### src/rtl/lifo_pkg.sv
// lifo_pkg: shared op encodings, FSM states and LIFO geometry for the LIFO command front-end
package lifo_pkg;
  localparam int LIFO_DEPTH = 4;
  localparam int LIFO_DW = 4;
  typedef enum logic [1:0] {
    OP_PUSH = 2'b00,
    OP_POP  = 2'b01,
    OP_CLR  = 2'b10,
    OP_RSVD = 2'b11
  } op_t;
  typedef enum logic [2:0] {
    INIT,
    IDLE,
    ISSUE,
    CAPT,
    RESP
  } state_t;
endpackage

### src/rtl/lifo_cmd_ctrl.sv
// lifo_cmd_ctrl: valid/ready command front-end sequencing a 4x4 LIFO (push/pop/clear, one response per command, shadow occupancy guards overflow/underflow, sticky sync_err on flag disagreement); ports: clk, Rst, cmd_* in, rsp_* out, lifo_* pin drive and LIFO status in
module lifo_cmd_ctrl
  import lifo_pkg::*;
#(
  parameter int DATA_W = LIFO_DW,
  parameter int DEPTH = LIFO_DEPTH
) (
  input  logic              clk,
  input  logic              Rst,
  input  logic              cmd_valid,
  output logic              cmd_ready,
  input  logic [1:0]        cmd_op,
  input  logic [DATA_W-1:0] cmd_data,
  output logic              rsp_valid,
  input  logic              rsp_ready,
  output logic [DATA_W-1:0] rsp_data,
  output logic              rsp_err,
  output logic              sync_err,
  output logic              lifo_en,
  output logic              lifo_rw,
  output logic              lifo_rst,
  output logic [DATA_W-1:0] lifo_din,
  input  logic [DATA_W-1:0] lifo_dout,
  input  logic              lifo_full,
  input  logic              lifo_empty
);
  localparam int CW = $clog2(DEPTH) + 1;
  localparam logic [CW-1:0] FULLC = CW'(DEPTH);
  state_t st, nst;
  op_t op_q;
  logic [DATA_W-1:0] data_q;
  logic [CW-1:0] count;
  logic illegal;
  always_comb begin
    illegal = (cmd_op == OP_RSVD) || (cmd_op == OP_PUSH && count == FULLC) || (cmd_op == OP_POP && count == '0);
    nst = st == INIT  ? IDLE :
          st == IDLE  ? (cmd_valid ? (illegal ? RESP : ISSUE) : IDLE) :
          st == ISSUE ? CAPT :
          st == CAPT  ? RESP :
          (rsp_ready ? IDLE : RESP);
  end
  always_ff @(posedge clk or posedge Rst) begin
    if (Rst) begin
      st <= INIT;
      op_q <= OP_PUSH;
      data_q <= '0;
      count <= '0;
      rsp_data <= '0;
      rsp_err <= 1'b0;
      sync_err <= 1'b0;
    end else begin
      st <= nst;
      case (st)
        INIT: count <= '0;
        IDLE: if (cmd_valid) begin
          op_q <= op_t'(cmd_op);
          data_q <= cmd_data;
          rsp_err <= illegal;
          rsp_data <= '0;
        end
        ISSUE: count <= op_q == OP_PUSH ? count + 1'b1 : op_q == OP_POP ? count - 1'b1 : '0;
        CAPT: begin
          rsp_data <= op_q == OP_POP ? lifo_dout : '0;
          sync_err <= sync_err || (lifo_full != (count == FULLC)) || (lifo_empty != (count == '0));
        end
        RESP: if (rsp_ready) rsp_err <= 1'b0;
        default: ;
      endcase
    end
  end
  // Pin outputs are gated by Rst so they drop to idle values the moment reset asserts, even though the state register sits in INIT.
  always_comb begin
    cmd_ready = !Rst && st == IDLE;
    rsp_valid = !Rst && st == RESP;
    lifo_en = !Rst && (st == INIT || st == ISSUE);
    lifo_rst = !Rst && (st == INIT || (st == ISSUE && op_q == OP_CLR));
    lifo_rw = !Rst && st == ISSUE && op_q == OP_POP;
    lifo_din = (!Rst && st == ISSUE && op_q == OP_PUSH) ? data_q : '0;
  end
endmodule

### config.mk
export PLATFORM = sky130hd
export DESIGN_NAME = lifo_cmd_ctrl
export DESIGN_NICKNAME = d
export VERILOG_FILES = /design/src/rtl/lifo_pkg.sv /design/src/rtl/lifo_cmd_ctrl.sv
export SDC_FILE = /design/constraint.sdc
export NUM_CORES = 1
export LEC_CHECK = 0
export ABC_AREA = 1
export BUFFER_PORTS_ARGS = -buffer_cell sky130_fd_sc_hd__clkbuf_2
export CAP_MARGIN = 5
export CORE_MARGIN = 3
export CORE_UTILIZATION = 49
export DETAILED_ROUTE_END_ITERATION = 16
export PLACE_DENSITY = 0.85
export SYNTH_ARGS = -nofsm -noshare
export SYNTH_HDL_FRONTEND = slang
export SYNTH_SLANG_ARGS = --single-unit
### constraint.sdc
create_clock -name clk -period 2.6 [get_ports clk]
set_clock_uncertainty 0.1 [all_clocks]
set_input_delay 0.78 -clock clk [delete_from_list [all_inputs] [get_ports clk]]
set_output_delay 0.78 -clock clk [all_outputs]
set_load 0.02 [all_outputs]
==> After elaboration in Yosys (flattened, before gate mapping) <==
Index checks and enable logic that the tools add are counted.
{ "word_totals": {"regBits": 18, "latchBits": 0, "ram_bits": 0, "rom_bits": 0, "in_bits": 16, "output_inout_bits": 15, "elab_cells": 66, "memories": 0} }
{ "op_classes": {"add_sub_neg": 2, "n_mul": 0, "div_mod_pow": 0, "n_lt_le_gt_ge": 0, "n_eq_ne": 13, "shifts": 0, "mux": 17, "bitwise_logic": 0, "reduce_logical": 27} }
{ "ops": {"columns": ["cell", "count"], "rows": [
  ["$mux 3", 9],
  ["$mux 4", 3],
  ["$logic_and 1x1->1", 10],
  ["$pmux 4 s2", 1],
  ["$eq 3x2->1 const B", 2],
  ["$eq 3x3->1 const B", 2],
  ["$logic_not 3->1", 2],
  ["$logic_or 1x1->1", 6],
  ["$pmux 3 s2", 1],
  ["$reduce_bool 2->1", 3],
  ["$eq 2x1->1 const B", 2],
  ["$eq 2x2->1 const B", 2],
  ["$logic_not 2->1", 2],
  ["$ne 2x2->1 const B", 2],
  ["$reduce_and 2->1", 2],
  ["$add 3x1->3 const B", 1],
  ["$eq 3x1->1 const B", 1],
  ["$reduce_and 3->1", 1],
  ["$sub 3x1->3 const B", 1],
  ["$mux 1", 2],
  ["$ne 1x1->1", 2],
  ["$pmux 1 s2", 1],
  ["$logic_not 1->1", 1]
]} }

==> Longest topological paths before layout <==
Gate-level depths: netlist (run 1).
{ "depth": {"depth_word": 8, "ltp_mapped": 8, "ltp_nobuf": 8} }

==> Worst setup path before layout (run 1) <==
OpenSTA, ideal clock, no wires.
{ "synth_path": {"kind": "in2out", "startpoint": "input port Rst", "endpoint": "output port lifo_rw", "t_arrival_ns": 1.895, "required_ns": 1.720, "slack_ns": -0.175, "stages": 3, "n_path_buf": 0, "cell_sequence": "inv_1 nand2_1 nor3_1"} }
{ "synth_between": {"elab_chain_len": 3} }
{ "synth_lines": {"columns": ["element", "line", "rtl"], "rows": [
  ["start: declaration", "lifo_cmd_ctrl.sv:9", "input logic Rst,"],
  ["$logic_not 1->1", "lifo_cmd_ctrl.sv:77", "lifo_rw = !Rst && st == ISSUE && op_q == OP_POP;"],
  ["$logic_and 1x1->1 (2 in a row)", "lifo_cmd_ctrl.sv:77", null],
  ["end: declaration", "lifo_cmd_ctrl.sv:20", "output logic lifo_rw,"]
]} }
No other way between the ends.

==> Final worst setup path (run 1) <==
{ "layout_path": {"startpoint": "register st[2]", "endpoint": "output port lifo_din[1]"} }
{ "layout_between": {"elab_chain_len": 4} }
{ "layout_lines": {"columns": ["element", "line", "rtl"], "rows": [
  ["start: declaration", "lifo_cmd_ctrl.sv:29", "state_t st, nst;"],
  ["start signal: assignment", "lifo_cmd_ctrl.sv:52", "st <= nst;"],
  ["$eq 3x2->1", "lifo_cmd_ctrl.sv:78", "lifo_din = (!Rst && st == ISSUE && op_q == OP_PUSH) ? data_q : '0;"],
  ["$logic_and 1x1->1 (2 in a row)", "lifo_cmd_ctrl.sv:78", null],
  ["$mux 4", "lifo_cmd_ctrl.sv:78", null],
  ["end: declaration", "lifo_cmd_ctrl.sv:22", "output logic [DATA_W-1:0] lifo_din,"]
]} }
No other way between the ends.

==> flow_metrics.env, run 1 <==
export IMPL_wl_met2_um=1060
export IMPL_synth_top_area_share_pct=45.9
export IMPL_critPathTopFamily="simple AND/OR/NAND/NOR gates"
export IMPL_ys_async_sr_fraction_pct=100
export IMPL_synth_top_cells_by_area="dfrtp_1 46%, nand2_1 15%, inv_1 7.3%"
export IMPL_final_cells=188
export IMPL_final_area_sq_mm=0.00122
export IMPL_syn_inst=127
export IMPL_fin_crit_sh_pct=95.3
export IMPL_num_vias=898
export IMPL_clkTransAtPathRegs_ps=110
export IMPL_die_x_um=50.7
export IMPL_hold_class="flip-flop to flip-flop"
export IMPL_wire_per_inst_um=11.4
export IMPL_total_power_mw=1.17
export IMPL_clock_latency_ps=300
export IMPL_cpMaxStageDelayCell="dfrtp_1"
export IMPL_rows=15
export IMPL_start_util_pct=54.4
export IMPL_grt_start_max_net_pins=16
export IMPL_min_path_cells=2
export IMPL_place_congestion=0.820
export IMPL_drv_cap=0
export IMPL_cts_repair_resized=0
export IMPL_cts_root_buf="clkbuf_4"
export IMPL_cts_sinks=18
export IMPL_tightestPinTransition_ps=328
export IMPL_antenna_found_initial=0
export IMPL_drc_errors=0
export IMPL_setup_viol=0
export IMPL_avgSynthCellArea_sq_um=7.72
export IMPL_fillers=154
export IMPL_dieArea_sq_mm=0.00257
export IMPL_design_core_area_sq_mm=0.00180
export IMPL_crit_type="flip-flop to primary output"
export IMPL_synthFlopType="dfrtp_1"
export IMPL_nNetsFinal=183
export IMPL_setup_tns_ps=0
export IMPL_yosysTopAreaCell="dfrtp_1"
export IMPL_required_ps=1720
export IMPL_dp_hpwl_um=1680
export IMPL_synth_most_common_cell="nand2_1"
export IMPL_drt_iter0_drc=22
export IMPL_place_area_sq_mm=0.00117
export IMPL_p_per_area_mw_per_mm2=956
export IMPL_endpoint_kind="primary output"
export IMPL_cts_buffer_depth=2
export IMPL_cts_tree="yes"
export IMPL_syn_to_final_growth_pct=24.2
export IMPL_leakagePower_nw=0.674
export IMPL_drt_wl_total_um=2140
export IMPL_dr_pass1_iters=5
export IMPL_top_layer_used="met4"
export IMPL_diodes=0
export IMPL_ios=31
export IMPL_syn_area_sq_um=981
export IMPL_h_tree_depth=1
export IMPL_status="complete, no violations"
export IMPL_holdBufCountCts=0
export IMPL_viasPerCell=4.78
export IMPL_yosysUniqueCellTypes=21
export IMPL_hold_ws_ps=385
export IMPL_rsz0062_at_grt="no"
export IMPL_maxSlewViolCount=0
export IMPL_fmax_mhz=403
export IMPL_yosys_top_cells_count="38 x nand2_1, 19 x inv_1, 18 x dfrtp_1, 15 x nor2_1"
export IMPL_layout_min_cycle_time_ps=2480
export IMPL_die_h_um=50.7
export IMPL_peakVddDrop_mv=0.505
export IMPL_cp_start_kind="flip-flop"
export IMPL_overflow=0
export IMPL_drive_above_1_share_pct=28.8
export IMPL_placed_cells=183
export IMPL_path_max_fanout=5
export IMPL_portBuffers=30
export IMPL_wl_met1_um=901
export IMPL_hold_viol=0
export IMPL_cpPeakStageDelay_ps=440
export IMPL_reg2regPathDepth=6
export IMPL_synth_seq_cells=18
export IMPL_crit_buf_inv=2
export IMPL_grt_pass1_wl_um=3540
export IMPL_synth_edf_count=0
export IMPL_synth_seq_area_share_pct=45.9
export IMPL_ys_warn_count=0
export IMPL_synth_nets=146
export IMPL_grt_pass1_vias=832
export IMPL_max_slew_margin_pct=78.1
export IMPL_cp_num_cells=6
export IMPL_crit_chain="inv_2, nand2_1, nor2_4, nand4_2, nor2_1, clkbuf_2"
export IMPL_wl_met3_um=121
export IMPL_post_cts_setup_buffers=0
export IMPL_ant_nets=0
export IMPL_grt_total_usage_pct=18.5
export IMPL_numCtsBuffers=3
export IMPL_arrival_ps=1600
flip-flops by register name (all words and copies together) (netlist names):
name / cells
op_q: 2
data_q: 4
rsp_data: 4
sync_err: 1
st: 3
count: 3
rsp_err: 1
per-stage QoR:
| step | setup WS (ps) | util, % |
|---|---|---|
| floorplan | 220 | - |
| global placement | 270 | 65.2 |
| detailed placement | 261 | 65.2 |
| CTS | 112 | 67.2 |
| global route | 5.51 | 67.6 |
| finish | 121 | 67.6 |
power breakdown:
group	total [mW]	internal, mW	switching (mW)	leakage, nW
Sequential	0.439	0.377	0.0622	0.230
Combinational	0.548	0.187	0.361	0.423
Clock	0.178	0.0855	0.0930	0.0210
path summary, 6_finish.rpt:
check | from | end | slack, ps
min in group asynchronous | Rst | rsp_data[3] | 410
min reg2reg | rsp_data[0] | rsp_data[0] | 390
max reg2reg | st[1] | rsp_data[3] | 1160
max in group asynchronous | Rst | data_q[0] | 1810
max | st[2] | lifo_din[1] | 120
min | rsp_data[0] | rsp_data[0] | 390
cell families (layout without fill, tap and decap cells):
family                   after synthesis  in the layout  synth area share [%]
adder cells (fa/ha/maj)                3              3                  3.83
AND/OR/NAND/NOR                       68             68                  31.9
AO/OA/AOI/OAI                         13             13                  7.02
flip-flops                            18             18                  45.9
buffers and inverters                 23             59                  9.57
XOR/XNOR                               2              2                  1.79
worst register-to-register path: stages, from the launching register on:
cell     delay, ps
dfrtp_1        400
inv_2          150
nand3_4        110
nor2_4         290
nor2_1         150
nand2_1         90
nand2_1         50
layout make-up:
type | instances | area, sq um | area share (%)
repair buffers | 33 | 173 | 14.2
clock buffers | 4 | 36.3 | 2.98
well taps | 25 | 31.3 | 2.57
flip-flops and latches | 18 | 450 | 37.0
inverters | 22 | 86.3 | 7.08
multi-input cells | 86 | 442 | 36.2
placed cells by master, fill, tap and decap left out, types with 2 or more instances in the layout:
cell / n
a21oi_1: 2
buf_4: 3
clkbuf_2: 30
clkbuf_4: 3
dfrtp_1: 18
ha_1: 3
inv_1: 18
inv_2: 3
nand2_1: 38
nand3_1: 8
nor2_1: 15
nor2_4: 2
o21ai_0: 8
per-layer routing:
layer	GRT usage [%]	vias up
met5	0	-
li1	-	463
met3	4.15	7
met2	29.8	32
met1	23.1	396
met4	9.42	0
Power figures use the tool's default switching activity.
==> run 2, diff against run 1 <==
--- a/config.mk
+++ b/config.mk
@@ -12,6 +12,7 @@
 export CORE_UTILIZATION = 49
 export DETAILED_ROUTE_END_ITERATION = 16
 export PLACE_DENSITY = 0.85
+export RECOVER_POWER = 100
 export SYNTH_ARGS = -nofsm -noshare
 export SYNTH_HDL_FRONTEND = slang
 export SYNTH_SLANG_ARGS = --single-unit
==> flow_metrics.env, run 2 (synthesized netlist as in run 1, its figures left out) <==
export IMPL_status="complete, no violations"
export IMPL_cts_tree="yes"
export IMPL_place_congestion=0.820
export IMPL_num_vias=912
export IMPL_arrival_ps=1580
export IMPL_endpoint_kind="primary output"
export IMPL_use_met2_pct=29.8
export IMPL_grt_use_met1_pct=23.1
export IMPL_diodes=0
export IMPL_fin_crit_sh_pct=94.7
export IMPL_overflow=0
export IMPL_dr_pass1_iters=4
export IMPL_critPathTopFamily="simple AND/OR/NAND/NOR gates"
export IMPL_hold_class="flip-flop to flip-flop"
export IMPL_cpPeakStageDelay_ps=420
export IMPL_peakVddDrop_mv=0.477
export IMPL_hold_viol=0
export IMPL_r2r_start="st[1]"
export IMPL_drc_errors=0
export IMPL_crit_chain="inv_1, nand2_1, nor2_4, nand4_2, nor2_1, clkbuf_2"
export IMPL_grt_pass1_wl_um=3540
export IMPL_cts_buffer_depth=2
export IMPL_start_util_pct=54.4
export IMPL_max_slew_margin_pct=40.8
export IMPL_drt_wl_total_um=2140
export IMPL_cts_repair_resized=0
export IMPL_drive_above_1_share_pct=19.0
export IMPL_nNetsFinal=183
export IMPL_die_x_um=50.7
export IMPL_regToRegEndpoint="rsp_data[3]"
export IMPL_drv_cap=0
export IMPL_grt_total_usage_pct=18.5
export IMPL_tightestPinTransition_ps=884
export IMPL_hold_path_startpoint="rsp_data[0]"
export IMPL_hold_path_end="rsp_data[0]"
export IMPL_grt_pass1_vias=832
export IMPL_grt_start_max_net_pins=16
export IMPL_dieArea_sq_mm=0.00257
export IMPL_antenna_found_initial=0
export IMPL_grt_busiest_layer="met2"
export IMPL_cts_root_buf="clkbuf_4"
export IMPL_crit_buf_inv=2
export IMPL_setup_viol=0
export IMPL_path_max_fanout=5
export IMPL_portBuffers=30
export IMPL_crit_type="flip-flop to primary output"
export IMPL_regArea_sq_um=450
export IMPL_drt_iter0_drc=18
export IMPL_min_path_cells=2
export IMPL_fmax_mhz=406
export IMPL_cpMaxStageDelayCell="dfrtp_1"
export IMPL_fillers=171
export IMPL_final_cell_mix="38 x nand2_1, 20 x clkbuf_2, 19 x inv_1, 18 x dfrtp_1, 16 x nor2_1"
export IMPL_layout_min_cycle_time_ps=2460
export IMPL_ant_nets=0
export IMPL_holdBufCountCts=0
export IMPL_syn_to_final_growth_pct=19.4
export IMPL_rsz0062_at_grt="no"
export IMPL_grt_util_met3_pct=4.15
export IMPL_design_core_area_sq_mm=0.00180
export IMPL_cp_start_kind="flip-flop"
export IMPL_ios=31
export IMPL_setup_tns_ps=0
export IMPL_crit_start="st[0]"
export IMPL_dp_hpwl_um=1680
export IMPL_numCtsBuffers=3
export IMPL_multiInputGateArea_sq_um=417
export IMPL_h_tree_depth=1
export IMPL_clock_latency_ps=300
export IMPL_postLayoutCoreUtil_pct=65.0
export IMPL_rows=15
export IMPL_p_per_area_mw_per_mm2=958
export IMPL_required_ps=1720
export IMPL_reg2regPathDepth=6
export IMPL_die_h_um=50.7
export IMPL_cts_sinks=18
export IMPL_leakagePower_nw=0.631
export IMPL_maxSlewViolCount=0
export IMPL_viasPerCell=4.85
export IMPL_clkTransAtPathRegs_ps=100
export IMPL_wire_per_inst_um=11.4
export IMPL_post_cts_setup_buffers=0
export IMPL_hold_ws_ps=381
export IMPL_r2r_slack_ps=550
export IMPL_mostFrequentLayoutCell="nand2_1"
export IMPL_top_regs="data_q (4), rsp_data (4)"
## run 2: worst max path at each step
stage / to / slack (ps) / cells after the start
3_5_place_dp: lifo_rw / 260 / 5
5_1_grt: lifo_din[1] / 20 / 6
6_report: lifo_din[1] / 140 / 6
4_1_cts: lifo_din[1] / 110 / 6
3_3_place_gp: lifo_rw / 270 / 5
2_1_floorplan: lifo_din[0] / 220 / 3
## run 2: stage by stage
step | setup WS (ps) | cells | instance area [sq um] | power [mW]
after floorplan | 220 | 127 | 990 | 0.849
after global placement | 270 | 183 | 1170 | 0.953
after detailed placement | 261 | 183 | 1170 | 0.981
after CTS | 112 | 187 | 1210 | 1.16
after global routing | 16.1 | 188 | 1170 | 1.23
final | 137 | 188 | 1170 | 1.12
## run 2: final cells by class
class	instances	share of cell area, %
sequential	18	38.5
multi-input combinational	86	35.6
timing repair buffer	33	13.0
inverter	22	7.16
clock buffer	4	3.10
tap	25	2.67
## run 2: per-layer routing
metal | vias to the layer above | share of wire, %
li1 | 465 | -
met1 | 409 | 41
met2 | 33 | 50
met3 | 5 | 6.4
met4 | 0 | 2.1
met5 | - | 0
## run 2: worst register-to-register path, stage by stage, from the launching register on
cell and delay [ps]:
dfrtp_1 390, inv_1 190, nand3_1 180, nor2_1 710, nor2_1 200, nand2_1 120, nand2_1 60
## run 2: report_power, final
part           total, mW  leakage, nW  internal [mW]  switching (mW)
clock              0.175       0.0210         0.0855          0.0900
combinational      0.509        0.380          0.166           0.343
sequential         0.437        0.230          0.377          0.0606
==> run 3, diff against run 2 <==
--- a/config.mk
+++ b/config.mk
@@ -13,6 +13,7 @@
 export DETAILED_ROUTE_END_ITERATION = 16
 export PLACE_DENSITY = 0.85
 export RECOVER_POWER = 100
+export REMOVE_ABC_BUFFERS = 1
 export SYNTH_ARGS = -nofsm -noshare
 export SYNTH_HDL_FRONTEND = slang
 export SYNTH_SLANG_ARGS = --single-unit
==> flow_metrics.env, run 3 (synthesized netlist as in run 1, its figures left out) <==
export IMPL_antenna_found_initial=0
export IMPL_rsz0062_at_grt="no"
export IMPL_drc_errors=0
export IMPL_top_regs="data_q (4), rsp_data (4)"
export IMPL_setup_viol=0
export IMPL_hold_class="input port to async pin"
export IMPL_dieArea_sq_mm=0.00257
export IMPL_finalWorstSetupSlack_ps=128
export IMPL_maxSlewViolCount=0
export IMPL_wl_met2_um=972
export IMPL_crit_type="flip-flop to primary output"
export IMPL_grt_pass1_vias=765
export IMPL_cts_tree="yes"
export IMPL_dr_pass1_iters=4
export IMPL_portBuffers=30
export IMPL_drt_wl_total_um=2040
export IMPL_dp_hpwl_um=1580
export IMPL_wl_met1_um=870
export IMPL_cpPeakStageDelay_ps=430
export IMPL_path_max_fanout=5
export IMPL_place_congestion=0.760
export IMPL_post_cts_setup_buffers=0
export IMPL_leakagePower_nw=0.629
export IMPL_grt_pass1_wl_um=3260
export IMPL_fmax_mhz=405
export IMPL_design_core_area_sq_mm=0.00180
export IMPL_cp_start_kind="flip-flop"
export IMPL_endpoint_kind="primary output"
export IMPL_die_h_um=50.7
export IMPL_arrival_ps=1590
export IMPL_ant_nets=0
export IMPL_cpMaxStageDelayCell="dfrtp_1"
export IMPL_required_ps=1720
export IMPL_status="complete, no violations"
export IMPL_clkTransAtPathRegs_ps=100
export IMPL_critPathTopFamily="simple AND/OR/NAND/NOR gates"
export IMPL_final_cell_mix="38 x nand2_1, 20 x inv_1, 20 x clkbuf_2, 18 x dfrtp_1, 15 x nor2_1"
export IMPL_cts_buffer_depth=2
export IMPL_final_area_sq_mm=0.00116
export IMPL_numCtsBuffers=3
export IMPL_ios=31
export IMPL_diodes=0
export IMPL_nNetsFinal=182
export IMPL_drive_above_1_share_pct=17.9
export IMPL_tightestPinTransition_ps=897
export IMPL_mostFrequentLayoutCell="nand2_1"
export IMPL_crit_chain="inv_1, nand2_1, nor2_4, nand4_1, nor2_1, clkbuf_2"
export IMPL_postLayoutCoreUtil_pct=64.3
export IMPL_layout_min_cycle_time_ps=2470
export IMPL_clock_latency_ps=290
export IMPL_syn_to_final_growth_pct=18.1
export IMPL_p_per_area_mw_per_mm2=959
export IMPL_drt_iter0_drc=31
export IMPL_top_layer_used="met4"
export IMPL_cts_sinks=18
export IMPL_overflow=0
export IMPL_wl_met3_um=146
export IMPL_pre_cts_ws_ps=118
export IMPL_place_area_sq_mm=0.00117
export IMPL_hold_ws_ps=246
export IMPL_grt_total_usage_pct=17.3
export IMPL_crit_buf_inv=2
export IMPL_peakVddDrop_mv=0.554
export IMPL_h_tree_depth=1
export IMPL_num_vias=913
export IMPL_drv_cap=0
export IMPL_start_util_pct=54.4
export IMPL_fin_crit_sh_pct=95.1
export IMPL_grt_start_max_net_pins=16
export IMPL_wire_per_inst_um=10.9
export IMPL_viasPerCell=4.88
export IMPL_rows=15
export IMPL_max_slew_margin_pct=40.0
export IMPL_die_x_um=50.7
export IMPL_hold_viol=0
export IMPL_cts_root_buf="clkbuf_4"
[run 3: where the power goes]
group          leakage, nW  switching, mW  internal (mW)  total, mW
logic                0.378          0.340          0.158      0.498
registers            0.230         0.0667          0.377      0.444
clock network       0.0210         0.0841         0.0854      0.170
total                0.629          0.491          0.620       1.11
[run 3: worst paths after layout]
kind / start / endpoint / slack (ps) / cells past startpoint
worst max-delay path: st[0] / lifo_din[1] / 130 / 6
worst min-delay path: Rst / count[2] / 250 / 2
worst max register to register: st[1] / rsp_data[3] / 550 / 6
worst min register to register: sync_err / sync_err / 370 / 2
max in group asynchronous: Rst / data_q[2] / 1290 / 3
min in group clk: sync_err / sync_err / 370 / 2
[run 3: metrics by stage]
step           TNS [ps]  total power [mW]  cells
2_1_floorplan      -311             0.835    126
3_3_place_gp          0             0.951    183
3_5_place_dp          0             0.974    183
4_1_cts               0              1.14    187
5_1_grt               0              1.21    187
6_report              0              1.11    187
[run 3: worst register-to-register path, stage by stage, from the launching register on]
cell,delay (ps)
dfrtp_1,390
inv_1,200
nand3_1,180
nor2_1,720
nor2_1,200
nand2_1,120
nand2_1,50
[run 3: area by class of cell]
type | count | area [sq um]
clock buffer | 4 | 36.3
fill | 167 | 643
inverter | 22 | 82.6
multi-input combinational | 86 | 413
sequential | 18 | 450
tap | 25 | 31.3
timing repair buffer | 32 | 145
[run 3: repair_timing]
action / CTS / global route
setup endpoints to repair: 0 / 1
hold buffers: 0 / 0
gates resized for setup: 0 / 1
[run 3: layer usage]
layer / track usage [%] / vias up
met5: 0 / -
li1: - / 459
met3: 3.86 / 10
met4: 8.07 / 0
met2: 28.7 / 41
met1: 21.2 / 403
